**src/rtl/equal_multi_pkg.sv**
```systemverilog
// equal_multi_pkg: shared state encoding and width helpers for the temporal equal operator
package equal_multi_pkg;
  typedef enum logic [1:0] {WAIT, WINDOW, FIRE, DONE} eq_state_t;
  function automatic int cnt_w(input int n);
    return $clog2(n + 1);
  endfunction
endpackage

```
**src/rtl/equal_multi_if.sv**
```systemverilog
// equal_multi_if: event inputs, per-cycle configuration and result outputs of equal_multi
interface equal_multi_if #(
  parameter int NUM_IN            = 4,
  parameter int GAMMA_CYCLE_WIDTH = 16,
  parameter int TOL_WIDTH         = 4
);
  logic [NUM_IN-1:0]            in;
  logic [NUM_IN-1:0]            en_mask;
  logic [TOL_WIDTH-1:0]         tol;
  logic                         y;
  logic                         hit;
  logic                         done;
  logic [GAMMA_CYCLE_WIDTH-1:0] t_out;
  modport master (output in, en_mask, tol, input y, hit, done, t_out);
  modport slave  (input in, en_mask, tol, output y, hit, done, t_out);
endinterface

```
**src/rtl/equal_multi_pulse_gen.sv**
```systemverilog
// pulse_gen: start-triggered fixed-width registered pulse with synchronous clear
module pulse_gen
  import equal_multi_pkg::*;
#(
  parameter int PULSE_WIDTH = 8
) (
  input  logic aclk,
  input  logic grst_n,
  input  logic clr,
  input  logic start,
  output logic busy,
  output logic y
);
  localparam int CW = cnt_w(PULSE_WIDTH);
  logic          r_y;
  logic [CW-1:0] r_cnt;
  if (PULSE_WIDTH < 1) begin : g_bad_pw
    $error("PULSE_WIDTH must be >= 1");
  end
  always_ff @(posedge aclk or negedge grst_n)
    if (!grst_n) begin
      r_y   <= 1'b0;
      r_cnt <= '0;
    end else if (clr) begin
      r_y   <= 1'b0;
      r_cnt <= '0;
    end else if (start) begin
      r_y   <= 1'b1;
      r_cnt <= CW'(PULSE_WIDTH - 1);
    end else if (r_y) begin
      if (r_cnt != '0) r_cnt <= r_cnt - 1'b1;
      else r_y <= 1'b0;
    end
  // busy drops in the last high cycle so the owner can leave exactly as the pulse ends
  assign busy = r_y && (r_cnt != '0);
  assign y    = r_y;
endmodule

```
**src/rtl/equal_multi.sv**
```systemverilog
// equal_multi: N-input temporal equal with arrival tolerance, masking and first-arrival stamp
module equal_multi
  import equal_multi_pkg::*;
#(
  parameter int NUM_IN            = 4,
  parameter int GAMMA_CYCLE_WIDTH = 16,
  parameter int PULSE_WIDTH       = 8,
  parameter int TOL_WIDTH         = 4
) (
  input  logic         aclk,
  input  logic         grst_n,
  input  logic         rst,
  equal_multi_if.slave bus
);
  eq_state_t                    r_state, w_next;
  logic [NUM_IN-1:0]            r_arrived, w_eff;
  logic [GAMMA_CYCLE_WIDTH-1:0] r_t, r_t_out;
  logic [TOL_WIDTH:0]           r_win_cnt, w_elapsed;
  logic                         r_hit, w_all_in, w_start, w_busy, w_y;
  if (NUM_IN < 2) begin : g_bad_num
    $error("NUM_IN must be >= 2");
  end
  assign w_eff     = (r_arrived | bus.in) & bus.en_mask;
  assign w_all_in  = (w_eff == bus.en_mask) && (|bus.en_mask);
  // cycles elapsed since the first arrival, so t_first+tol is still inside the window
  assign w_elapsed = r_win_cnt + 1'b1;
  always_comb begin
    w_next  = r_state;
    w_start = 1'b0;
    case (r_state)
      WAIT:
        if (|w_eff) begin
          w_next  = w_all_in ? FIRE : WINDOW;
          w_start = w_all_in;
        end
      WINDOW:
        if (w_all_in && (w_elapsed <= {1'b0, bus.tol})) begin
          w_next  = FIRE;
          w_start = 1'b1;
        end else if (w_elapsed >= {1'b0, bus.tol}) w_next = DONE;
      FIRE: w_next = w_busy ? FIRE : DONE;
      default: ;
    endcase
  end
  always_ff @(posedge aclk or negedge grst_n)
    if (!grst_n) begin
      r_state   <= WAIT;
      r_arrived <= '0;
      r_t       <= '0;
      r_t_out   <= '0;
      r_win_cnt <= '0;
      r_hit     <= 1'b0;
    end else if (rst) begin
      r_state   <= WAIT;
      r_arrived <= '0;
      r_t       <= '0;
      r_t_out   <= '0;
      r_win_cnt <= '0;
      r_hit     <= 1'b0;
    end else begin
      r_state   <= w_next;
      r_arrived <= r_arrived | bus.in;
      r_t       <= (&r_t) ? r_t : r_t + 1'b1;
      if (r_state == WAIT && w_next != WAIT) begin
        r_t_out   <= r_t;
        r_win_cnt <= '0;
      end else if (r_state == WINDOW) r_win_cnt <= r_win_cnt + 1'b1;
      if (w_start) r_hit <= 1'b1;
    end
  pulse_gen #(.PULSE_WIDTH(PULSE_WIDTH)) u_pulse (
    .aclk   (aclk),
    .grst_n (grst_n),
    .clr    (rst),
    .start  (w_start),
    .busy   (w_busy),
    .y      (w_y)
  );
  assign bus.y     = w_y;
  assign bus.hit   = r_hit;
  assign bus.done  = (r_state == DONE);
  assign bus.t_out = r_t_out;
endmodule

```
**src/flat_wrapper.sv**
```systemverilog
// flat-port wrapper written by rule: the top's interface ports become plain ports
module equal_multi_flat import equal_multi_pkg::*;
#(
  parameter int NUM_IN            = 4,
  parameter int GAMMA_CYCLE_WIDTH = 16,
  parameter int PULSE_WIDTH       = 8,
  parameter int TOL_WIDTH         = 4
)
  (aclk, grst_n, rst, bus_in, bus_en_mask, bus_tol, bus_y, bus_hit, bus_done, bus_t_out);
  equal_multi_if #(.NUM_IN(NUM_IN), .GAMMA_CYCLE_WIDTH(GAMMA_CYCLE_WIDTH), .TOL_WIDTH(TOL_WIDTH)) bus_i ();
  input  logic aclk;
  input  logic grst_n;
  input  logic rst;
  input wire logic [$bits(bus_i.in)-1:0] bus_in;
  input wire logic [$bits(bus_i.en_mask)-1:0] bus_en_mask;
  input wire logic [$bits(bus_i.tol)-1:0] bus_tol;
  output wire logic [$bits(bus_i.y)-1:0] bus_y;
  output wire logic [$bits(bus_i.hit)-1:0] bus_hit;
  output wire logic [$bits(bus_i.done)-1:0] bus_done;
  output wire logic [$bits(bus_i.t_out)-1:0] bus_t_out;
  assign bus_i.in = bus_in;
  assign bus_i.en_mask = bus_en_mask;
  assign bus_i.tol = bus_tol;
  assign bus_y = bus_i.y;
  assign bus_hit = bus_i.hit;
  assign bus_done = bus_i.done;
  assign bus_t_out = bus_i.t_out;
  equal_multi #(.NUM_IN(NUM_IN), .GAMMA_CYCLE_WIDTH(GAMMA_CYCLE_WIDTH), .PULSE_WIDTH(PULSE_WIDTH), .TOL_WIDTH(TOL_WIDTH)) u_core (.aclk(aclk), .grst_n(grst_n), .rst(rst), .bus(bus_i));
endmodule
```
**config.mk**
```make
export PLATFORM = sky130hd
export DESIGN_NAME = equal_multi_flat
export DESIGN_NICKNAME = d
export VERILOG_FILES = /design/src/rtl/equal_multi_pkg.sv /design/src/rtl/equal_multi_if.sv /design/src/rtl/equal_multi_pulse_gen.sv /design/src/rtl/equal_multi.sv /design/src/flat_wrapper.sv
export SDC_FILE = /design/constraint.sdc
export NUM_CORES = 1
export LEC_CHECK = 0
export CORE_UTILIZATION = 51
export CTS_CLUSTER_SIZE = 40
export DETAILED_ROUTE_END_ITERATION = 6
export PLACE_DENSITY = 0.79
export SLEW_MARGIN = 40
export SYNTH_ARGS = -nofsm -noshare
export SYNTH_HDL_FRONTEND = slang
export SYNTH_SLANG_ARGS = --single-unit
```
**constraint.sdc**
```tcl
create_clock -name aclk -period 5.94 [get_ports aclk]
set_input_delay 0.891 -clock aclk [delete_from_list [all_inputs] [get_ports aclk]]
set_output_delay 0.891 -clock aclk [all_outputs]
set_load 0.05 [all_outputs]
```
Word level (Yosys, flattened, before mapping)
Index checks and enable logic that the tools add are counted.
{"block": "totals", "register_bits": 49, "in_bits": 15, "output_inout_bits": 19, "elab_cells": 64}
{"block": "op_classes", "n_addsub": 3, "n_lt_le_gt_ge": 2, "eq_ne": 5, "n_mux": 28, "bitwise_logic": 2, "reduce_logical": 16}
{"op": "$mux 16", "n": 4}
{"op": "$mux 4", "n": 5}
{"op": "$add 16x1->16 const B", "n": 1}
{"op": "$reduce_and 16->1", "n": 1}
{"op": "$mux 5", "n": 3}
{"op": "$mux 2", "n": 5}
{"op": "$mux 1", "n": 9}
{"op": "$reduce_bool 3->1", "n": 3}
{"op": "$reduce_or 4->1", "n": 2}
{"op": "$pmux 2 s3", "n": 1}
{"op": "$reduce_bool 2->1", "n": 3}
{"op": "$add 5x1->5 const B", "n": 1}
{"op": "$ge 5x4->1", "n": 1}
{"op": "$le 5x4->1", "n": 1}
{"op": "$and 4x4->4", "n": 1}
{"op": "$eq 2x2->1 const B", "n": 2}
{"op": "$eq 4x4->1", "n": 1}
{"op": "$logic_and 1x1->1", "n": 4}
{"op": "$or 4x4->4", "n": 1}
{"op": "$reduce_bool 4->1", "n": 1}
{"op": "$sub 4x1->4 const B", "n": 1}
{"op": "$eq 2x1->1 const B", "n": 1}
{"op": "$logic_not 2->1", "n": 1}
{"op": "$ne 2x2->1 const B", "n": 1}
{"op": "2 further kinds", "n": 2}

Longest topological paths before layout
{"block": "logic_depth", "ltp_word": 11, "mapped_depth": 8, "ltp_nobuf": 8}

Hierarchy
Synthesis repeated with hierarchy kept, for this count alone.
{"block": "unflattened", "hier_cells": 242, "hier_area_um2": 2501.1}
{"module": "equal_multi", "n_inst": 1, "cells_each": 213, "area_per_inst_um2": 2215.9}
{"module": "pulse_gen", "n_inst": 1, "cells_each": 29, "area_per_inst_um2": 285.3}

Worst setup path before layout
No wires, ideal clock.
{"block": "synth_timing", "path_kind": "input to register", "start": "input bus_tol[2]", "end": "register u_core.u_pulse.r_cnt[3]", "setup_ps": 120, "arrival_time_ps": 2159, "required_ps": 5820, "setup_slack_ps": 3661, "stages": 7, "path_buffers": 0, "path_cell_list": "inv_1 ha_1 a21o_1 a211oi_1 o211a_1 o21ai_1 and3b_1"}
{"block": "synth_via", "elab_chain_len": 6, "word_cells_on_any_way": 9, "cone_classes": "order compare: 1; mux: 4; reduce/logical: 4"}
{"item": "from (decl)", "line": "flat_wrapper.sv:16", "text": "input wire logic [$bits(bus_i.tol)-1:0] bus_tol;"}
{"item": "$le 5x4->1 (*)", "line": "equal_multi.sv:37", "text": "if (w_all_in && (w_elapsed <= {1'b0, bus.tol})) begin"}
{"item": "$logic_and 1x1->1 (*)", "line": "equal_multi.sv:37"}
{"item": "$mux 1 (*)", "line": "equal_multi.sv:37"}
{"item": "$pmux 1 s2 (*)", "line": "equal_multi.sv:30", "text": "case (r_state)"}
{"item": "$reduce_bool 3->1 (no line) or $mux 4 (tied branches)"}
{"item": "$reduce_and 2->1 (no line) or $mux 4 (tied branches)"}
{"item": "to (signal assigned)", "line": "equal_multi_pulse_gen.sv:29", "text": "r_cnt <= CW'(PULSE_WIDTH - 1);"}
{"item": "to (signal assigned)", "line": "equal_multi_pulse_gen.sv:31", "text": "if (r_cnt != '0) r_cnt <= r_cnt - 1'b1;"}
{"item": "to (decl)", "line": "equal_multi_pulse_gen.sv:16", "text": "logic [CW-1:0] r_cnt;"}
Every way passes the cells marked *; elsewhere a longest branch is shown, timed or not.
A chain may end at the register's enable or synchronous reset.

Worst setup path in the final report
Same ends and word-level chain as after synthesis.

==> impl_metrics.py <==
metrics = {
    "worst_setup_path": {
        "crit_path_start_kind": "input pin",
        "crit_required_ps": 6130,
        "cp_max_fo": 6,
        "end_kind": "flop",
        "crit_arrival_ps": 2850,
        "reg2regPathDepth": 8,
        "worst-setup-path-type": "in2reg",
    },
    "power_and_ir_drop": {
        "p_leak_nw": 1.367,
        "power_density_nw_per_um2": 254.6,
        "vdd_ir_drop_max_uv": 182.3,
    },
    "detailed_routing": {
        "wl_per_cell_um": 13.67,
        "initialDrtViolationCount": 99,
        "num_vias": 1804,
        "drt_wl_total_um": 4444,
        "drtAntennaViolNets": 0,
        "vias_per_cell": 5.551,
        "firstDrtPassIters": 7,
        "drc": 3,
    },
    "sta": {
        "finalCriticalPeriod_ps": 2665,
        "slew_violations": 0,
        "worstMarginPinSlew_ps": 618.8,
        "setup_viol": 0,
        "clock_skew_ps": 10.67,
        "rsz0062_at_grt": "false",
        "fin_tns_setup_ps": 0,
        "fin_crit_sh_pct": 44.86,
        "finalHoldViolCount": 0,
        "relSlewSlack_pct": 58.50,
        "fmax_ghz": 0.3752,
    },
    "grt": {
        "grt.overflow.total": 0,
        "grt_pass1_vias": 1777,
        "grtUsageTotal_pct": 19.61,
        "antenna_found_initial": 0,
        "grt_pass1_wl_um": 7845,
        "grt_max_degree": 50,
    },
    "clock_network": {
        "clk_latency_ps": 300,
        "root_buffer": "clkbuf_8",
        "tritoncts": "built",
        "ctsHtreeMaxLevel": 2,
        "clk_pin_slew_ps": 80,
        "hold_buffers": 0,
        "clk_path_buf_depth": 2,
        "cts-resized-gates": 0,
        "cts_sinks": 49,
        "post_cts_buffers": 0,
        "cts_buffers": 5,
    },
    "yosys": {
        "ys_types": 43,
        "ys_warn_count": 0,
        "netlist_area_um2": 2450,
        "synth_cells": 238,
        "synth-seq-cells": 49,
        "synth_edf_count": 0,
        "syn_nets": 260,
        "syn_area_per_cell_um2": 10.29,
        "async_reset_ff_share_pct": 100.0,
        "synth_seq_area_share_pct": 50.05,
        "synthFlopType": "dfrtp_1",
    },
    "floorplanning": {
        "initial_core_util_pct": 54.75,
        "die_h_um": 71.31,
        "dieArea_um2": 5085,
        "fp-row-count": 24,
        "die_w_um": 71.31,
        "io_pins": 34,
        "core_um2": 4474,
    },
    "layout": {
        "regArea_um2": 1226,
        "antenna_cells": 0,
        "fillers": 363,
        "fin_nets": 294,
        "drive_gt1_share_pct": 6.593,
        "instances_no_fill": 325,
        "multi_input_area_um2": 1162,
        "areaGrowthSynthToFinish_pct": 20.28,
    },
    "status": {
        "violations": "DRC",
        "status": "finished with violations",
    },
    "min_path": {
        "hold_depth": 2,
        "min_path_type": "reg2reg",
    },
    "placement": {
        "dp.cells": 317,
        "portBuffers": 33,
        "globalplace.congestion": 0.8521,
        "hpwlAfterDp_um": 3170,
    },
    "flow_run": {
        "drv_cap": 0,
    },
}
## area by class of cell
type | count | share of cell area (%)
tap | 52 | 2.208
clock inverter | 1 | 1.019
timing repair buffer | 35 | 11.76
sequential | 49 | 41.61
multi-input combinational | 173 | 39.45
clock buffer | 7 | 2.930
inverter | 8 | 1.019
## critical path, stage by stage
cell	delay, ps
clkdlybuf4s50_1	450
inv_1	40
ha_1	310
a21o_1	190
a211oi_1	400
o211a_1	200
o21ai_1	130
and3b_1	220
## kinds of logic after synthesis
logic type / share of synthesized area, %
and+or+nand+nor: 20.17
AOI/OAI and AO/OA: 9.244
muxes: 7.763
xor gates and xnor gates: 6.435
buffers and inverters: 2.758
adders and majority gates: 3.575
DFF: 50.05
## Yosys cell counts, types with 2 or more instances
cell type  instances  area, µm²
a211oi_1           3      22.52
a21oi_1            8      40.04
a221oi_1           2      17.52
a31oi_1            4      25.02
and2_1             2      12.51
and4_1             3      26.28
buf_4              2      15.01
clkbuf_1           6      22.52
dfrtp_1           49       1226
ha_1               7      87.58
inv_1              8      30.03
mux2i_1           19      190.2
nand2_1           10      37.54
nand2b_1           2      12.51
nand3_1            5      25.02
nand4_1            2      12.51
nand4_2            2      25.02
nor2_1            44      165.2
nor2b_1            2      12.51
nor3_1             7      35.03
nor3_2             2      20.02
nor3b_1            2      15.01
nor4_1             2      12.51
o21ai_0            9      45.04
o311ai_0           2      17.52
xnor2_1           10      87.58
xor2_1             8      70.07
## power breakdown
group / internal [mW] / switching [mW] / total (mW)
Combinational: 0.0624 / 0.0816 / 0.144
Clock: 0.137 / 0.104 / 0.241
Sequential: 0.349 / 0.0160 / 0.365
Total: 0.549 / 0.202 / 0.750
## per-stage QoR
step / util (%) / cell area, µm² / hold WS [ps] / power (mW) / setup WS (ps)
global route: 65.86 / 2947 / 545.2 / 0.7870 / 3134
CTS: 65.86 / 2947 / 496.2 / 0.7608 / 3268
finish: 65.86 / 2947 / 495.7 / 0.7502 / 3275
detailed placement: 63.25 / 2830 / 475.5 / 0.5172 / 2955
floorplan: - / 2450 / 454.7 / 0.4717 / 3661
global placement: 62.95 / 2816 / 473.5 / 0.5105 / 2711
## registers in the layout, indices dropped and copies added (netlist names)
name	cells
u_core.r_win_cnt	5
u_core.bus.t_out	16
u_core.u_pulse.r_cnt	4
u_core.r_t	16
u_core.u_pulse.y	1
u_core.r_arrived	4
u_core.r_state	2
u_core.bus.hit	1
## routing by layer
metal,vias to the layer above,global-route usage [%],share of wire [%],wire (µm)
li1,902,-,-,-
met5,-,0,0,0
met3,6,4.219,3.2,144
met1,861,24.60,47,2076
met4,0,6.667,1.2,53
met2,35,33.76,49,2169
## placed cells by master (no fill, tap or decap), drive strengths merged, types with 3 or more instances in the layout
| cell | instances |
|---|---|
| and4 | 4 |
| o21ai | 10 |
| nor4 | 3 |
| xnor2 | 10 |
| clkdlybuf4s50 | 32 |
| nand4 | 4 |
| a211oi | 3 |
| nand2 | 10 |
| a31oi | 4 |
| a21oi | 8 |
| mux2i | 19 |
| nor2 | 44 |
| inv | 8 |
| clkbuf | 7 |
| nor3 | 9 |
| ha | 7 |
| nand3 | 5 |
| xor2 | 8 |
| dfrtp | 49 |
| buf | 3 |
## path summary, 6_finish.rpt
check                                           to                 from  slack (ps)
hold reg to reg                u_core.r_arrived[3]  u_core.r_arrived[3]         500
min in group asynchronous            u_core.r_t[9]               grst_n         590
max in group asynchronous            u_core.r_t[2]               grst_n        4940
setup reg to reg           u_core.u_pulse.r_cnt[3]  u_core.r_win_cnt[0]        3520
hold / removal                 u_core.r_arrived[3]  u_core.r_arrived[3]         500
setup / recovery           u_core.u_pulse.r_cnt[3]           bus_tol[2]        3280
Power figures use the tool's default switching activity.
